==> config.mk <==
export PLATFORM = sky130hd
export DESIGN_NAME = clock_time_base_flat
export DESIGN_NICKNAME = d
export VERILOG_FILES = /design/src/rtl/clock_time_base_if.sv /design/src/rtl/clock_time_base.sv /design/src/flat_wrapper.sv
export SDC_FILE = /design/constraint.sdc
export NUM_CORES = 1
export LEC_CHECK = 0
export ABC_AREA = 1
export BUFFER_PORTS_ARGS = -buffer_cell sky130_fd_sc_hd__buf_2
export CAP_MARGIN = 30
export CELL_PAD_IN_SITES_DETAIL_PLACEMENT = 1
export CELL_PAD_IN_SITES_GLOBAL_PLACEMENT = 2
export CORE_AREA = 2 2 92 183
export CTS_CLUSTER_DIAMETER = 40
export DETAILED_ROUTE_END_ITERATION = 10
export DIE_AREA = 0 0 94 185
export PLACE_DENSITY = 0.75
export SLEW_MARGIN = 20
export SYNTH_ARGS = -nofsm -noshare
export SYNTH_HDL_FRONTEND = slang
export SYNTH_SLANG_ARGS = --single-unit
==> constraint.sdc <==
create_clock -name clock -period 1.75 [get_ports clock]
set_input_delay 0.2625 -clock clock [delete_from_list [all_inputs] [get_ports clock]]
set_output_delay 0.2625 -clock clock [all_outputs]
set_load 0.01 [all_outputs]
==> src/rtl/clock_time_base_if.sv <==
// Key/switch inputs and time-of-day outputs of clock_time_base.
// Alarm inputs exist only when CLOCK_ALARM_EN is defined.
interface clock_time_base_if;
  logic       enable;
  logic       incMinutes;
  logic       incHours;
  logic       mode12h;
  logic [5:0] seconds;
  logic [5:0] minutes;
  logic [4:0] hours;
  logic       pm;
  logic       secondTick;
  logic       alarm;
`ifdef CLOCK_ALARM_EN
  logic       alarmEnable;
  logic [4:0] alarmHours;
  logic [5:0] alarmMinutes;
`endif

  modport master (
`ifdef CLOCK_ALARM_EN
    output alarmEnable, alarmHours, alarmMinutes,
`endif
    output enable, incMinutes, incHours, mode12h,
    input  seconds, minutes, hours, pm, secondTick, alarm
  );

  modport slave (
`ifdef CLOCK_ALARM_EN
    input  alarmEnable, alarmHours, alarmMinutes,
`endif
    input  enable, incMinutes, incHours, mode12h,
    output seconds, minutes, hours, pm, secondTick, alarm
  );
endinterface

==> src/rtl/clock_time_base.sv <==
// Time-of-day core: prescaler, hh:mm:ss carry chain, 12/24 h display, set-button auto-repeat.
// Optional alarm comparator enabled by defining CLOCK_ALARM_EN.
module clock_time_base #(
  parameter int ClockFrequency = 24_000_000,
  parameter int RepeatDelay    = 12_000_000,
  parameter int RepeatPeriod   = 2_400_000
) (
  input  logic              clock,
  input  logic              reset,
  clock_time_base_if.slave  bus
);
  localparam int PRE_W   = (ClockFrequency > 1) ? $clog2(ClockFrequency) : 1;
  localparam int RPT_MAX = (RepeatDelay > RepeatPeriod) ? RepeatDelay : RepeatPeriod;
  localparam int RPT_W   = (RPT_MAX > 1) ? $clog2(RPT_MAX) : 1;
  localparam logic [PRE_W-1:0] PRE_LAST    = PRE_W'(ClockFrequency - 1);
  localparam logic [RPT_W-1:0] DELAY_LAST  = RPT_W'(RepeatDelay - 1);
  localparam logic [RPT_W-1:0] PERIOD_LAST = RPT_W'(RepeatPeriod - 1);

  typedef enum logic [1:0] {IDLE, DELAY, REPEAT} rpt_state_e;

  logic [1:0] btn;
  logic [1:0] rpt_pulse;
  assign btn = {bus.incHours, bus.incMinutes};

  // Set-button repeat FSMs: bit 0 = minutes, bit 1 = hours
  for (genvar g = 0; g < 2; g++) begin : g_rpt
    rpt_state_e       state_q;
    logic [RPT_W-1:0] cnt_q;
    logic             pulse_q;

    always_ff @(posedge clock) begin
      if (!reset) begin
        state_q <= IDLE;
        cnt_q   <= '0;
        pulse_q <= 1'b0;
      end else begin
        pulse_q <= 1'b0;
        if (!btn[g]) begin
          state_q <= IDLE;
          cnt_q   <= '0;
        end else begin
          case (state_q)
            IDLE: begin
              state_q <= DELAY;
              cnt_q   <= '0;
              pulse_q <= 1'b1;
            end
            DELAY: begin
              if (cnt_q == DELAY_LAST) begin
                state_q <= REPEAT;
                cnt_q   <= '0;
                pulse_q <= 1'b1;
              end else begin
                cnt_q <= cnt_q + 1'b1;
              end
            end
            REPEAT: begin
              if (cnt_q == PERIOD_LAST) begin
                cnt_q   <= '0;
                pulse_q <= 1'b1;
              end else begin
                cnt_q <= cnt_q + 1'b1;
              end
            end
            default: begin
              state_q <= IDLE;
              cnt_q   <= '0;
            end
          endcase
        end
      end
    end

    assign rpt_pulse[g] = pulse_q;
  end

  logic [PRE_W-1:0] pre_q, pre_d;
  logic [5:0]       sec_q, sec_d;
  logic [5:0]       min_q, min_d;
  logic [4:0]       h24_q, h24_d;
  logic             tick_out_q, tick_out_d;
  logic             tick;

  assign tick = bus.enable && (pre_q == PRE_LAST);

  // A set pulse takes priority and swallows a coincident tick
  always_comb begin
    pre_d      = pre_q;
    sec_d      = sec_q;
    min_d      = min_q;
    h24_d      = h24_q;
    tick_out_d = 1'b0;
    if (rpt_pulse != 2'b00) begin
      pre_d = '0;
      sec_d = '0;
      if (rpt_pulse[0]) min_d = (min_q == 6'd59) ? 6'd0 : min_q + 6'd1;
      if (rpt_pulse[1]) h24_d = (h24_q == 5'd23) ? 5'd0 : h24_q + 5'd1;
    end else if (tick) begin
      pre_d      = '0;
      tick_out_d = 1'b1;
      if (sec_q == 6'd59) begin
        sec_d = 6'd0;
        if (min_q == 6'd59) begin
          min_d = 6'd0;
          h24_d = (h24_q == 5'd23) ? 5'd0 : h24_q + 5'd1;
        end else begin
          min_d = min_q + 6'd1;
        end
      end else begin
        sec_d = sec_q + 6'd1;
      end
    end else if (bus.enable) begin
      pre_d = pre_q + 1'b1;
    end
  end

  always_ff @(posedge clock) begin
    if (!reset) begin
      pre_q      <= '0;
      sec_q      <= '0;
      min_q      <= '0;
      h24_q      <= '0;
      tick_out_q <= 1'b0;
    end else begin
      pre_q      <= pre_d;
      sec_q      <= sec_d;
      min_q      <= min_d;
      h24_q      <= h24_d;
      tick_out_q <= tick_out_d;
    end
  end

  logic [4:0] h12;
  always_comb begin
    h12 = (h24_q >= 5'd12) ? h24_q - 5'd12 : h24_q;
    if (h12 == 5'd0) h12 = 5'd12;
  end

  assign bus.seconds    = sec_q;
  assign bus.minutes    = min_q;
  assign bus.hours      = bus.mode12h ? h12 : h24_q;
  assign bus.pm         = (h24_q >= 5'd12);
  assign bus.secondTick = tick_out_q;

`ifdef CLOCK_ALARM_EN
  logic alarm_q, alarm_d;
  assign alarm_d = bus.alarmEnable && (h24_q == bus.alarmHours) && (min_q == bus.alarmMinutes);

  always_ff @(posedge clock) begin
    if (!reset) alarm_q <= 1'b0;
    else        alarm_q <= alarm_d;
  end

  assign bus.alarm = alarm_q;
`else
  assign bus.alarm = 1'b0;
`endif
endmodule

==> src/flat_wrapper.sv <==
// flat-port wrapper written by rule: the top's interface ports become plain ports
module clock_time_base_flat 
#(
  parameter int ClockFrequency = 24_000_000,
  parameter int RepeatDelay    = 12_000_000,
  parameter int RepeatPeriod   = 2_400_000
)
  (clock, reset, bus_enable, bus_incMinutes, bus_incHours, bus_mode12h, bus_seconds, bus_minutes, bus_hours, bus_pm, bus_secondTick, bus_alarm);
  clock_time_base_if bus_i ();
  input  logic clock;
  input  logic reset;
  input wire logic [$bits(bus_i.enable)-1:0] bus_enable;
  input wire logic [$bits(bus_i.incMinutes)-1:0] bus_incMinutes;
  input wire logic [$bits(bus_i.incHours)-1:0] bus_incHours;
  input wire logic [$bits(bus_i.mode12h)-1:0] bus_mode12h;
  output wire logic [$bits(bus_i.seconds)-1:0] bus_seconds;
  output wire logic [$bits(bus_i.minutes)-1:0] bus_minutes;
  output wire logic [$bits(bus_i.hours)-1:0] bus_hours;
  output wire logic [$bits(bus_i.pm)-1:0] bus_pm;
  output wire logic [$bits(bus_i.secondTick)-1:0] bus_secondTick;
  output wire logic [$bits(bus_i.alarm)-1:0] bus_alarm;
  assign bus_i.enable = bus_enable;
  assign bus_i.incMinutes = bus_incMinutes;
  assign bus_i.incHours = bus_incHours;
  assign bus_i.mode12h = bus_mode12h;
  assign bus_seconds = bus_i.seconds;
  assign bus_minutes = bus_i.minutes;
  assign bus_hours = bus_i.hours;
  assign bus_pm = bus_i.pm;
  assign bus_secondTick = bus_i.secondTick;
  assign bus_alarm = bus_i.alarm;
  clock_time_base #(.ClockFrequency(ClockFrequency), .RepeatDelay(RepeatDelay), .RepeatPeriod(RepeatPeriod)) u_core (.clock(clock), .reset(reset), .bus(bus_i));
endmodule
=== After elaboration in Yosys (flattened, before gate mapping) ===
Cells that the tools add are included.

* Bits in registers: 97
* Input port bits: 6
* Output and inout bits: 20
* Word-level logic and storage cells: 86

* $add $sub $neg: 7
* Magnitude comparators: 1
* Equality and inequality tests: 16
* Mux-type cells: 32
* Bitwise logic cells: 3
* Reduce and logical (&&, ||, !) cells: 16

{| class="wikitable"
|+ Operator list
! operator !! count
|-
| 2-to-1 mux 24 bit || 4
|-
| case mux 24 bit (2 select lines) || 2
|-
| adder 24 x 1 -> 24 bit (second input constant) || 2
|-
| equality test 24 x 22 -> 1 bit (second input constant) || 2
|-
| equality test 24 bit (second input constant) || 2
|-
| 2-to-1 mux 5 bit || 9
|-
| 2-to-1 mux 6 bit || 6
|-
| adder 25 x 1 -> 25 bit (second input constant) || 1
|-
| equality test 25 bit (second input constant) || 1
|-
| adder 6 x 1 -> 6 bit (second input constant) || 2
|-
| equality test 6 bit (second input constant) || 2
|-
| case mux 2 bit (3 select lines) || 2
|-
| != test 2 x 1 -> 1 bit (second input constant) || 4
|-
| AND reduction 2 bit || 4
|-
| nonzero test 2 bit || 4
|-
| case mux 1 bit (3 select lines) || 2
|-
| adder 5 x 1 -> 5 bit (second input constant) || 1
|-
| equality test 5 bit (second input constant) || 1
|-
| >= comparator 5 x 4 -> 1 bit (second input constant) || 1
|-
| logical NOT 5 bit || 1
|-
| 2-to-1 mux 1 bit || 5
|-
| subtractor 5 x 4 -> 5 bit (second input constant) || 1
|-
| equality test 2 x 1 -> 1 bit (second input constant) || 2
|-
| equality test 2 bit (second input constant) || 2
|-
| other kinds (8) || 12
|}

=== Logic depth before layout (Yosys ltp) ===
* Depth after elaboration: 6
* Gate-level depth with buffers: 11
* Gate-level depth less buffers: 11

=== Least setup slack after synthesis ===
Ideal clock, no wire load.

* Path type: reg-to-output
* Start point: reg u_core.h24_q[0]
* End point: out bus_hours[0]
* Data arrival time: 1,499 ps
* Path slack: -12 ps
* Cell stages (with the launch flop): 10
* Buffers on the path: 0
* Cells stage by stage: dfxtp_1 inv_1 ha_1 nand2_1 nand3_1 o21ai_0 nor3b_1 nand2_1 nand2_1 inv_1

* Cells in the longest elaborated chain, start to end: 5

{| class="wikitable"
|+ RTL lines
! item !! line !! source
|-
| from (decl) || clock_time_base.sv:80 || <nowiki>logic [4:0] h24_q, h24_d;</nowiki>
|-
| from (signal assigned) || clock_time_base.sv:122 || <nowiki>h24_q <= '0;</nowiki>
|-
| from (signal assigned) || clock_time_base.sv:128 || <nowiki>h24_q <= h24_d;</nowiki>
|-
| >= comparator 5 x 4 -> 1 bit (*) || n/a ||
|-
| named net bus_pm || flat_wrapper.sv:19 || <nowiki>output wire logic [$bits(bus_i.pm)-1:0] bus_pm;</nowiki>
|-
| 2-to-1 mux 5 bit (*) || clock_time_base.sv:135 || <nowiki>h12 = (h24_q >= 5'd12) ? h24_q - 5'd12 : h24_q;</nowiki>
|-
| logical NOT 5 bit || clock_time_base.sv:136 || <nowiki>if (h12 == 5'd0) h12 = 5'd12;</nowiki>
|-
| 2-to-1 mux 5 bit (*) || clock_time_base.sv:136 ||
|-
| 2-to-1 mux 5 bit (*) || clock_time_base.sv:141 || <nowiki>assign bus.hours = bus.mode12h ? h12 : h24_q;</nowiki>
|-
| to (decl) || flat_wrapper.sv:18 || <nowiki>output wire logic [$bits(bus_i.hours)-1:0] bus_hours;</nowiki>
|}

Mark *: on every way through the listed nets, which the timed path passes. The rest lies on a longest branch.

=== Worst setup path in the final report ===
* Start point: reg u_core.h24_q[3]
* End point: out bus_hours[1]

* Cells in the longest elaborated chain, start to end: 5

{| class="wikitable"
|+ RTL lines
! item !! line
|-
| subtractor 5 x 4 -> 5 bit / >= comparator 5 x 4 -> 1 bit (equally long branches) || clock_time_base.sv:135
|-
| 2-to-1 mux 5 bit (*) || clock_time_base.sv:135
|-
| logical NOT 5 bit || clock_time_base.sv:136
|-
| 2-to-1 mux 5 bit (*) || clock_time_base.sv:136
|-
| 2-to-1 mux 5 bit (*) || clock_time_base.sv:141
|}

Mark *: on every way between the ends. The rest lies on a longest branch, timed or not.

==> results.md <==
* # rows at 66
* Delay of the slowest cell on the worst path at 0.36 ns
* Largest net degree at the start of global routing at 25
* CTS tree: yes
* Syn_nets at 812
* Routed Wire Length at 14700 um
* Die Height at 185 um
* Post-synthesis sequential area ratio at 35.4%
* Slew @ Worst Pin at 0.489 ns
* Netlist cell types at 42
* GPL Wtd Cong at 0.813
* Synth cell count leaders: 154 x nand2_1, 153 x nor2_1, 97 x dfxtp_1, 88 x inv_1, 61 x nand3_1
* Vias post-DR at 5169
* Total gr overflow at 0
* Post-synthesis simple-gate area fraction at 40.0%
* Fin nets at 892
* Ratio of cells with drive above 1 in the final layout at 20.4%
* Worst Clk Skew at 0.00815 ns
* Mux cell area share after synthesis at 0%
* Gate Count Post-Synth at 789
* Final setup TNS at -0.831 ns
* Gr usage total at 17.3%
* Layout area overhead at 23.4%
* Compound-Gate Fraction of Synth Area at 5.49%
* CP max stage cell: dfxtp_4
* Leak Pwr at 2.55 nW
* EDFF count, synth at 0
* RSZ-0062 raised after global routing: yes
* Cts bufs inserted at 9
* FMAX at 505 MHz
* DRC viols at 0
* Met2 Track Usage GR at 30.2%
* Cell mode on critical path: nand2_1
* Met1 Use GR at 21.4%
* Post-layout minimum cycle time at 1.98 ns
* IO Pins at 26
* Hold-fix buffers at CTS at 0
* Endpoint class of the critical path: primary output
* Fin crit share at 113%
* Die area at 17400 um2
* Setup CP Type: flip-flop to primary output
* Htree depth at 3
* Vias in the first global route at 5209
* Initial antenna violation count at 0
* Non-filler cells, final at 1077
* Post-synth top area share at 35.4%
* CP Cell Sequence: ha_4 > nand2_4 > nand3_4 > xor2_2 > nor3b_2 > nand2_1 > nand2_1 > inv_1 > buf_2
* Storage element area at 1960 um2
* Max FO, Critical Path at 5
* Worst setup SP type: flip-flop
* Clock-pin slew on the worst setup and hold paths at 0.07 ns
* Worst EP arrival at 1.72 ns
* Syn. warnings at 0
* Detailed Route Iter0 Violations at 113
* Post-DP Area at 6110 um2
* Failing checks: negative setup slack
* Fill count at 2083
* Die X at 94 um
* CORE AREA at 16100 um2
* Synth Flop Type: dfxtp_1
* Clk Latency, worst-skew pair at 0.35 ns
* Vias per inst at 4.80
* Met3 Resource Use GR at 1.95%
* Final Max Tran Viols at 0
* Min-delay worst type: input pin to flip-flop
* Area leader, netlist: dfxtp_1
* PortBufs at 24
* Drt wl/cell at 13.6 um
* Post-Synth Adder-Cell Area at 3.87%
* Total power at 4.87 mW
* Area of the multi-input gates at 3330 um2
* Gr busiest metal: met2
* P per Cell Area at 719 nW/um2
* Flops & latches, synth at 97
* Most common cell in the synthesized netlist: nand2_1
* Largest family of logic cells by synthesized area: simple AND/OR/NAND/NOR gates
* Mean post-synth cell area at 6.96 um2
* Post-DRT Antenna Nets at 0
* Synth area leaders: dfxtp_1 35%, nand2_1 11%, nor2_1 10%, inv_1 6.0%, nand3_1 5.6%
* DP HPWL at 11100 um
* Outcome: finished with violations
* # diodes at 0
* Maximum clock insertion buffer count at 2
* Global-route wire length before repair at 24200 um
* Final worst slack at -0.230 ns
* Final hold vios at 0
* CP required at 1.49 ns
* Placed cells at 1045
* Max_cap viols at 0
* Initial Utilization at 34.1%
* Final setup vio count at 5
* First-pass DRT Iterations at 4
* Post-Synth XOR/XNOR Area at 7.50%
* Worst slew margin at 67.1%
* Maximum vdd drop at 483 uV
* Asr flop ratio synth at 0%
* Clock Sinks at 97
* CTS root buffer: clkbuf_16
* Design Area, Final at 6780 um2
* Synth Cell Area at 5490 um2
==> per-layer routing <==
layer,wire length [um],share of wire [%]
met2,7320,50
met1,6770,46
met4,361,2.5
met5,0,0
met3,217,1.5
==> kinds of logic after synthesis <==
| group | count (synthesis) |
|---|---|
| adder cells (fa/ha/maj) | 17 |
| XOR/XNOR | 47 |
| AND/OR/NAND/NOR | 471 |
| AO/OA/AOI/OAI | 55 |
| buffers and inverters | 101 |
| other | 1 |
| flip-flops | 97 |
==> sequential cells by signal, indices dropped and copies added (netlist names) <==
signal and count:
u_core.g_rpt.cnt_q 48, u_core.pre_q 25, u_core.bus.minutes 6, u_core.bus.seconds 6
u_core.h24_q 5, u_core.g_rpt.state_q 4, u_core.g_rpt.pulse_q 2, u_core.bus.secondTick 1
==> area by class of cell <==
cell class / count / share of cell area [%]
Clock inverter: 5 / 1.53
Clock buffer: 10 / 3.53
Timing Repair Buffer: 75 / 8.03
Multi-Input combinational cell: 594 / 49.2
Inverter: 92 / 5.10
Sequential cell: 97 / 28.9
Tap cell: 204 / 3.77
==> where the power goes <==
| part | total (mW) | switching, mW | internal, mW |
|---|---|---|---|
| clock network | 2.31 | 0.883 | 1.43 |
| logic | 0.313 | 0.185 | 0.128 |
| registers | 2.25 | 0.0198 | 2.23 |
| total | 4.87 | 1.09 | 3.78 |
==> critical path, delay by kind of cell (launching register included) <==
family,cells,cell delay [ns]
buffers and inverters,2,0.15
adder cells (fa/ha/maj),1,0.17
flip-flops,1,0.36
XOR/XNOR,1,0.18
AND/OR/NAND/NOR,5,0.51
==> final timing paths <==
path | slack [ns] | endpoint | start | cells after the start
worst max-delay path | -0.23 | bus_hours[1] | u_core.h24_q[3]$_SDFFE_PN0P_ | 9
worst min-delay path | 0.25 | u_core.g_rpt[1].state_q[1]$_SDFFE_PN0P_ | bus_incHours | 3
worst max register to register | 0.11 | u_core.g_rpt[1].cnt_q[4]$_SDFF_PN0_ | u_core.g_rpt[1].cnt_q[0]$_SDFF_PN0_ | 11
worst min register to register | 0.46 | u_core.g_rpt[0].cnt_q[0]$_SDFF_PN0_ | u_core.g_rpt[0].cnt_q[0]$_SDFF_PN0_ | 1
==> placed cells by master, fill, tap and decap left out, types with 2 or more instances in the layout <==
cell and instances:
nand2_1 148, nor2_1 148, dfxtp_1 87, inv_1 84, nand3_1 60, buf_4 47
xor2_1 32, a21oi_1 25, nor3_1 24, buf_2 24, nand4_1 18, nand2_2 15
o21ai_0 15, nor2_2 15, xnor2_1 14, ha_1 11, clkbuf_16 9, dfxtp_2 9
inv_2 8, nand2_4 8, nor2_4 6, nor3b_1 6, ha_4 6, nand3_2 5
nand3b_1 5, o21ai_1 5, nor3_2 4, nor4_1 3, bufinv_16 3, buf_12 3
or2_0 2
==> per-stage QoR <==
| step | util, % | setup WS, ns | hold slack, ns |
|---|---|---|---|
| after global routing | 42.1 | -0.344 | 0.248 |
| after floorplan | - | 0.0615 | 0.429 |
| after CTS | 40.8 | -0.241 | 0.221 |
| final | 42.1 | -0.230 | 0.254 |
| after global placement | 37.9 | -0.0000782 | 0.441 |
| after detailed placement | 37.9 | -0.0455 | 0.454 |
==> timing repair <==
action,CTS,global route
cloned,0,3
hold endpoints to repair,0,0
pin swaps,5,14
resized for setup,21,32
setup endpoints to repair,13,77
setup buffers,5,9
(Power assumes the default switching activity.)
